==> src/rtl/seq_pkg.sv <==
// Shared definitions for the 110110 framing link: transmitter FSM states and sync word.
// The detector on the receive side uses the same sync constants.
package seq_pkg;

    localparam int SYNC_W = 6;
    localparam logic [SYNC_W-1:0] SYNC_WORD_110110 = 6'b110110;

    typedef enum logic [1:0] {
        ST_IDLE = 2'd0,
        ST_SYNC = 2'd1,
        ST_DATA = 2'd2
    } tx_state_t;

    function automatic int frame_len(input int payload_w);
        return SYNC_W + payload_w;
    endfunction

endpackage

==> src/rtl/seq_frame_tx_if.sv <==
// Payload load handshake plus serial frame output of seq_frame_tx.
// master = payload source / serial sink, slave = the transmitter.
interface seq_frame_tx_if #(
    parameter int PAYLOAD_W = 8
) ();
    logic                 load_valid;
    logic [PAYLOAD_W-1:0] load_data;
    logic                 load_ready;
    logic                 out;
    logic                 out_valid;
    logic                 frame_start;
    logic                 frame_done;

    modport master (
        output load_valid, load_data,
        input  load_ready, out, out_valid, frame_start, frame_done
    );

    modport slave (
        input  load_valid, load_data,
        output load_ready, out, out_valid, frame_start, frame_done
    );
endinterface

==> src/rtl/piso_shift_reg.sv <==
// Parallel-load, left-shift register exposing its MSB; load wins over shift.
// Latency: one clock from load to msb; no backpressure (enables only).
// Backpressure: none, the owner gates load/shift.
module piso_shift_reg #(
    parameter int W = 14
) (
    input  logic         clk,
    input  logic         rst_n,
    input  logic         load,
    input  logic         shift,
    input  logic [W-1:0] din,
    output logic         msb
);
    logic [W-1:0] q;

    always_ff @(posedge clk or negedge rst_n) begin
        if (!rst_n) begin
            q <= '0;
        end else if (load) begin
            q <= din;
        end else if (shift) begin
            q <= q << 1;
        end
    end

    assign msb = q[W-1];
endmodule

==> src/rtl/seq_frame_tx.sv <==
// Serial frame transmitter: sync word then payload, MSB first, one bit per clock.
// Latency: first sync bit in the cycle after accept; frame lasts SYNC_W+PAYLOAD_W cycles.
// Backpressure: load_ready only in IDLE or on the last payload bit, giving gapless back-to-back frames.
module seq_frame_tx #(
    parameter int                PAYLOAD_W = 8,
    parameter int                SYNC_W    = seq_pkg::SYNC_W,
    parameter logic [SYNC_W-1:0] SYNC_WORD = seq_pkg::SYNC_WORD_110110
) (
    input  logic         clk,
    input  logic         rst_n,
    seq_frame_tx_if.slave bus
);
    import seq_pkg::*;

    localparam int FRAME_W = SYNC_W + PAYLOAD_W;
    localparam int CNT_W   = $clog2(FRAME_W);
    localparam logic [CNT_W-1:0] CNT_TOP  = CNT_W'(FRAME_W - 1);
    localparam logic [CNT_W-1:0] CNT_DATA = CNT_W'(PAYLOAD_W);
    localparam logic [CNT_W-1:0] CNT_ONE  = CNT_W'(1);

    tx_state_t        state;
    logic [CNT_W-1:0] cnt;
    logic             active;
    logic             start_int;
    logic             done_int;
    logic             ready_int;
    logic             accept;
    logic             sr_msb;

    // All output decode comes from state/cnt/shift register, never from inputs.
    assign active    = (state != ST_IDLE);
    assign start_int = (state == ST_SYNC) && (cnt == CNT_TOP);
    assign done_int  = (state == ST_DATA) && (cnt == '0);
    assign ready_int = (state == ST_IDLE) || done_int;
    assign accept    = bus.load_valid && ready_int;

    piso_shift_reg #(
        .W (FRAME_W)
    ) u_sr (
        .clk   (clk),
        .rst_n (rst_n),
        .load  (accept),
        .shift (active),
        .din   ({SYNC_WORD, bus.load_data}),
        .msb   (sr_msb)
    );

    always_ff @(posedge clk or negedge rst_n) begin
        if (!rst_n) begin
            state <= ST_IDLE;
            cnt   <= '0;
        end else begin
            case (state)
                ST_IDLE: begin
                    if (accept) begin
                        state <= ST_SYNC;
                        cnt   <= CNT_TOP;
                    end
                end
                ST_SYNC: begin
                    cnt <= cnt - CNT_ONE;
                    if (cnt == CNT_DATA) begin
                        state <= ST_DATA;
                    end
                end
                ST_DATA: begin
                    // Last payload bit: reload directly so the next sync follows with no gap.
                    if (cnt == '0) begin
                        if (accept) begin
                            state <= ST_SYNC;
                            cnt   <= CNT_TOP;
                        end else begin
                            state <= ST_IDLE;
                            cnt   <= '0;
                        end
                    end else begin
                        cnt <= cnt - CNT_ONE;
                    end
                end
                default: begin
                    state <= ST_IDLE;
                    cnt   <= '0;
                end
            endcase
        end
    end

    assign bus.out         = active & sr_msb;
    assign bus.out_valid   = active;
    assign bus.frame_start = start_int;
    assign bus.frame_done  = done_int;
    assign bus.load_ready  = ready_int;
endmodule

==> src/flat_wrapper.sv <==
// flat-port wrapper written by rule: the top's interface ports become plain ports
module seq_frame_tx_flat import seq_pkg::*;
#(
    parameter int                PAYLOAD_W = 8,
    parameter int                SYNC_W    = seq_pkg::SYNC_W,
    parameter logic [SYNC_W-1:0] SYNC_WORD = seq_pkg::SYNC_WORD_110110
)
  (clk, rst_n, bus_load_valid, bus_load_data, bus_load_ready, bus_out, bus_out_valid, bus_frame_start, bus_frame_done);
  seq_frame_tx_if #(.PAYLOAD_W(PAYLOAD_W)) bus_i ();
  input  logic clk;
  input  logic rst_n;
  input wire logic [$bits(bus_i.load_valid)-1:0] bus_load_valid;
  input wire logic [$bits(bus_i.load_data)-1:0] bus_load_data;
  output wire logic [$bits(bus_i.load_ready)-1:0] bus_load_ready;
  output wire logic [$bits(bus_i.out)-1:0] bus_out;
  output wire logic [$bits(bus_i.out_valid)-1:0] bus_out_valid;
  output wire logic [$bits(bus_i.frame_start)-1:0] bus_frame_start;
  output wire logic [$bits(bus_i.frame_done)-1:0] bus_frame_done;
  assign bus_i.load_valid = bus_load_valid;
  assign bus_i.load_data = bus_load_data;
  assign bus_load_ready = bus_i.load_ready;
  assign bus_out = bus_i.out;
  assign bus_out_valid = bus_i.out_valid;
  assign bus_frame_start = bus_i.frame_start;
  assign bus_frame_done = bus_i.frame_done;
  seq_frame_tx #(.PAYLOAD_W(PAYLOAD_W), .SYNC_W(SYNC_W), .SYNC_WORD(SYNC_WORD)) u_core (.clk(clk), .rst_n(rst_n), .bus(bus_i));
endmodule
==> config.mk <==
export PLATFORM = sky130hd
export DESIGN_NAME = seq_frame_tx_flat
export DESIGN_NICKNAME = d
export VERILOG_FILES = /design/src/rtl/seq_pkg.sv /design/src/rtl/seq_frame_tx_if.sv /design/src/rtl/piso_shift_reg.sv /design/src/rtl/seq_frame_tx.sv /design/src/flat_wrapper.sv
export SDC_FILE = /design/constraint.sdc
export NUM_CORES = 1
export LEC_CHECK = 0
export BUFFER_PORTS_ARGS = -buffer_cell sky130_fd_sc_hd__buf_4
export CORE_MARGIN = 1.5
export CORE_UTILIZATION = 45
export CTS_BUF_LIST = sky130_fd_sc_hd__clkbuf_4
export DETAILED_ROUTE_END_ITERATION = 8
export PLACE_DENSITY = 0.65
export SYNTH_ARGS = -nofsm -noshare
export SYNTH_HDL_FRONTEND = slang
export SYNTH_SLANG_ARGS = --single-unit
==> constraint.sdc <==
create_clock -name clk -period 2.4 [get_ports clk]
set_input_delay 0.48 -clock clk [delete_from_list [all_inputs] [get_ports clk]]
set_output_delay 0.48 -clock clk [all_outputs]
set_load 0.01 [all_outputs]
**Yosys cells after proc, flatten, opt, wreduce, memory -nomap -nowiden**

Cells that the tools add are included.

- Multipliers: 0
- Equality and inequality tests: 7
- Multiplexer cells: 11
- Shift-type cells: 0
- Reduce and logical (&&, ||, !) cells: 9
- Bitwise operators: 1
- Add/subtract/negate cells: 1
- Divide/modulo/power cells: 0
- $lt $le $gt $ge: 0

Operators with widths:

| kind | number |
|---|---|
| $mux 14 | 2 |
| $mux 4 | 3 |
| $pmux 4 s3 | 1 |
| $eq 4x4->1 const B | 2 |
| $mux 2 | 3 |
| $pmux 2 s3 | 1 |
| $logic_not 4->1 | 1 |
| $ne 2x2->1 const B | 2 |
| $reduce_bool 2->1 | 2 |
| $sub 4x1->4 const B | 1 |
| $logic_and 1x1->1 | 3 |
| $reduce_and 3->1 | 1 |
| $eq 2x1->1 const B | 1 |
| $eq 2x2->1 const B | 1 |
| $logic_not 2->1 | 1 |
| $ne 2x1->1 const B | 1 |
| $and 1x1->1 | 1 |
| $logic_or 1x1->1 | 1 |
| $mux 1 | 1 |

- Bits in registers: 20
- Bits in writable memories: 0
- Latch bits: 0
- Memories kept: 0
- Bits in read-only memories: 0
- Word-level logic and storage cells: 32
- Output and inout port bits: 5

**Longest topological paths before layout**

- Word-level depth: 7
- Depth in mapped cells: 6

**By module**

Synthesis repeated with hierarchy kept, for this count alone.

- Cells, all modules: 119
- Area, all modules: 1148.6 um2

Modules (own cells, without submodules):

| module | times used | cells an instance | area each (um2) |
|---|---|---|---|
| piso_shift_reg | 1 | 61 | 655.6 |
| seq_frame_tx | 1 | 58 | 493.0 |

**Least setup slack after synthesis**

Ideal clock, no wire load.

- Path type: register to output
- Start point: reg u_core.cnt[0]
- End point: out bus_load_ready
- Data arrival time: 1.381 ns
- Cell stages (with the launch flop): 5
- Buffers on the path: 0
- Slack: 0.539 ns
- Cell sequence: dfrtp_1 -> inv_1 -> ha_1 -> or3b_4 -> a21oi_1

- Longest elaborated chain between the ends: 3

Ends and longest elaborated chain:

| item | RTL line | source |
|---|---|---|
| from (decl) | seq_frame_tx.sv:22 | `logic [CNT_W-1:0] cnt;` |
| from (signal assigned) | seq_frame_tx.sv:61 | `cnt <= cnt - CNT_ONE;` |
| from (signal assigned) | seq_frame_tx.sv:77 | `cnt <= cnt - CNT_ONE;` |
| $logic_not 4->1 | seq_frame_tx.sv:33 | `assign done_int = (state == ST_DATA) && (cnt == '0);` |
| $logic_and 1x1->1 | seq_frame_tx.sv:33 |  |
| $logic_or 1x1->1 | seq_frame_tx.sv:34 | `assign ready_int = (state == ST_IDLE) \|\| done_int;` |
| to (decl) | flat_wrapper.sv:14 | `output wire logic [$bits(bus_i.load_ready)-1:0] bus_load_ready;` |

No other way between the ends.

**Worst setup path in the final report**

Ends and elaborated chain as after synthesis.

==> impl_results.md <==
- Die ar.: 2850 sq um
- Worst reg2reg path depth: 6
- Crit path max fanout: 6
- GRT Residual Overflow: 0
- Syn. warnings: 0
- Sw power: 0.000674 W
- Sw frac: 38.0%
- Die width: roughly 53 microns
- Pwr per Cell Area: around 1300 nW/um^2
- Dpl hpwl: approximately 1600 microns
- Hold crit path type: in2async
- Top post-synthesis cells by area: dfrtp_1, a22o_1, a221o_2
- Maximum vdd drop: slightly below 0.0008 V
- Crit Reg-Reg Startpoint: u_core.cnt[0]
- Vias in the first global route: ~850
- Post-synthesis cell count: between 100 and 150
- Initial Utilization: 47.0%
- Design area: between 1000 and 1500 sq um
- CTS Hold Bufs: 0
- Top_reg_cell synth: dfrtp_1
- TritonCTS buffer count: 3
- Gate power share: between 40% and 50%
- Crit path time final: between 2000 and 2500 ps
- Critical path endpoint category: output pin
- #FFs+latches synth: 20
- Asr flop ratio synth: 100%
- Cell Int Power: 0.00110 W
- Clk sink count: 20
- Peak Freq: 438 MHz
- Final Net Count: roughly 140
- WL/cell: ~16 microns
- DR vias/cell: 6.09
- Ratio of cells with drive above 1 in the final layout: between 20% and 30%
- Antenna violations before repair: 0
- Critical-path cell list: inv_1 > ha_2 > or3b_4 > a21oi_1 > buf_4
- PortBufs: 15
- Number of max-cap violations: 0
- Iteration-0 DRC Markers: 33
- Worst Path Arrival: 1810 ps
- Leakage power figure: roughly 0.58 nW
- Synth area leader: dfrtp_1
- Relative slew margins: 57.2%
- Post-Syn Nets: 122
- Clock transition at path regs: 120 ps
- H-tree Lvls: 1
- Footprint of the multi-input gates: 576 sq um
- Worst path slowest cell: dfrtp_2
- Routed Antenna Nets: 0
- Fill cells: between 200 and 250
- Die H: ~53 microns
- Flop-to-flop setup slack: roughly 410 ps
- Top cell type's share of synthesized area: a little over two fifths
- Sequential fraction of the synthesis area: between 40 and 50%
- I/O pins: 16
- Critical Path Max Stage Delay: between 400 and 500 ps
- Overall Global Routing Usage: about a fifth
- Worst Skew: slightly below 4 ps
- Via count: 920
- Routed wire length: ~2500 microns
- Final period utilization: 95.2%
- Share of power burned in registers: 36.0%
- Status: complete, no violations
- P&R area growth vs syn: 15.5%
- Max Root-Sink Buffers: 2
- # rows: 18
- EDFF count, synth: 0
- Skew-Pair Late Insertion Delay: approximately 300 ps
- Sequential Area: ~500 sq um
- Routability Congestion: around 0.83
- Placed instance area: 1260 sq um
- Synthesized area: 1140 sq um
- Critical path type: reg2out
- Root buf cell: clkbuf_4
- Largest net degree at the start of global routing: 24
- Worst Tran Pin Value: around 640 ps
- Fin. max-slew vios: 0
- R2r endpoint: u_core.u_sr.q[5]
- CTS tree: built
- First-pass GRT wire length: approximately 4000 microns
- Count of final setup violators: 0
- TNS Setup: 0 ps
- Setup crit start kind: flop
- Core ar.: ~2400 sq um
- 1st-pass router iterations: 4
- Worst endpoint required time: 1920 ps
- RSZ-0062 raised after global routing: false
- Diodes inserted: 0
- Distinct cell type count after synthesis: 36
- Clock power share: roughly 16%
- Mean Syn Cell Area: 10.6 sq um
- DRC: 0
- Fin. Hold Viols: 0
==> routing by layer <==
metal / share of wire, % / track usage (%)
met5: 0 / 0
met4: 0.56 / 5.56
met3: 4.7 / 5.37
met2: 49 / 31.7
met1: 46 / 25.9
==> how the worst max path moves through the flow <==
stage	slack, ps	cells after the start	startpoint	end
global placement	430	6	u_core.cnt[0]	u_core.u_sr.q[6]
detailed placement	390	6	u_core.cnt[0]	u_core.u_sr.q[5]
CTS	60	5	u_core.cnt[0]	bus_load_ready
finish	110	5	u_core.cnt[0]	bus_load_ready
floorplan	540	4	u_core.cnt[0]	bus_load_ready
global route	10	5	u_core.cnt[1]	bus_load_ready
==> critical path, delay by kind of cell (launching register included) <==
| kind | cells | cell delay, ps |
|---|---|---|
| flip-flops | 1 | 450 |
| AND/OR/NAND/NOR | 1 | 430 |
| buffers and inverters | 2 | 240 |
| adder cells (fa/ha/maj) | 1 | 230 |
| AO/OA/AOI/OAI | 1 | 160 |
==> flip-flops by register name, indices dropped and copies added, names as in the netlist <==
name	cells
u_core.state	2
u_core.u_sr.q	14
u_core.cnt	4
==> stage by stage <==
| stage | setup slack [ps] | cells | hold WS (ps) | power, W | utilization, % |
|---|---|---|---|---|---|
| after global routing | 9.70 | 151 | 23.5 | 0.00190 | 54.3 |
| final | 114 | 151 | 30.1 | 0.00178 | 54.3 |
| after global placement | 429 | 146 | 373 | 0.00144 | 51.7 |
| after floorplan | 539 | 108 | 184 | 0.00128 | - |
| after CTS | 55.8 | 150 | 33.1 | 0.00176 | 53.9 |
| after detailed placement | 388 | 146 | 377 | 0.00147 | 51.7 |
==> cell families after synthesis <==
logic type	after synthesis	share of synthesized area, %
xor gates and xnor gates	1	0.766
adders and majority gates	4	4.16
buffers and inverters	14	6.13
DFF	20	43.8
and+or+nand+nor	29	15.0
AOI/OAI and AO/OA	40	30.2
==> cells in the mapped netlist (2+ instances only) <==
| library cell | n |
|---|---|
| nand2_1 | 6 |
| inv_1 | 5 |
| nor2b_1 | 2 |
| buf_2 | 2 |
| nor2_1 | 5 |
| a221o_2 | 5 |
| o21ai_0 | 4 |
| nand3b_1 | 2 |
| a221o_1 | 2 |
| clkbuf_1 | 5 |
| nor3b_1 | 7 |
| a21oi_1 | 5 |
| a211o_1 | 5 |
| a22o_1 | 8 |
| dfrtp_1 | 20 |
| buf_6 | 2 |
| ha_1 | 3 |
| a2bb2oi_1 | 2 |
==> layout by cell type (no fill, tap or decap), drive strengths merged, types with 2 or more instances in the layout <==
cell	count
clkbuf	3
ha	3
nor2	5
dfrtp	20
nor3	2
buf	18
inv	5
nand3b	2
a22o	8
a21oi	5
nor3b	7
nor2b	2
a2bb2oi	2
nand2	6
a221o	7
o21ai	4
a211o	5
==> timing repair <==
| action | CTS | global route |
|---|---|---|
| resized for setup | 0 | 2 |
| setup endpoints to repair | 0 | 1 |
| setup buffers | 0 | 1 |
==> area by class of cell <==
class                   count  share of cell area [%]
clock buffers               3                    1.70
inverters                   5                    1.42
repair buffers             18                    10.2
flip-flops and latches     20                    38.0
well taps                  30                    2.84
clock inverters             1                    2.27
multi-input cells          74                    43.6
==> power groups by stage <==
stage / Combinational, W / Sequential, W / Clock [W]
after floorplan: 0.000696 / 0.000584 / 0
after global placement: 0.000806 / 0.000637 / 0
after detailed placement: 0.000828 / 0.000644 / 0
after CTS: 0.000839 / 0.000637 / 0.000287
after global routing: 0.000941 / 0.000661 / 0.000303
final: 0.000857 / 0.000639 / 0.000279
Power figures use the tool's default switching activity.
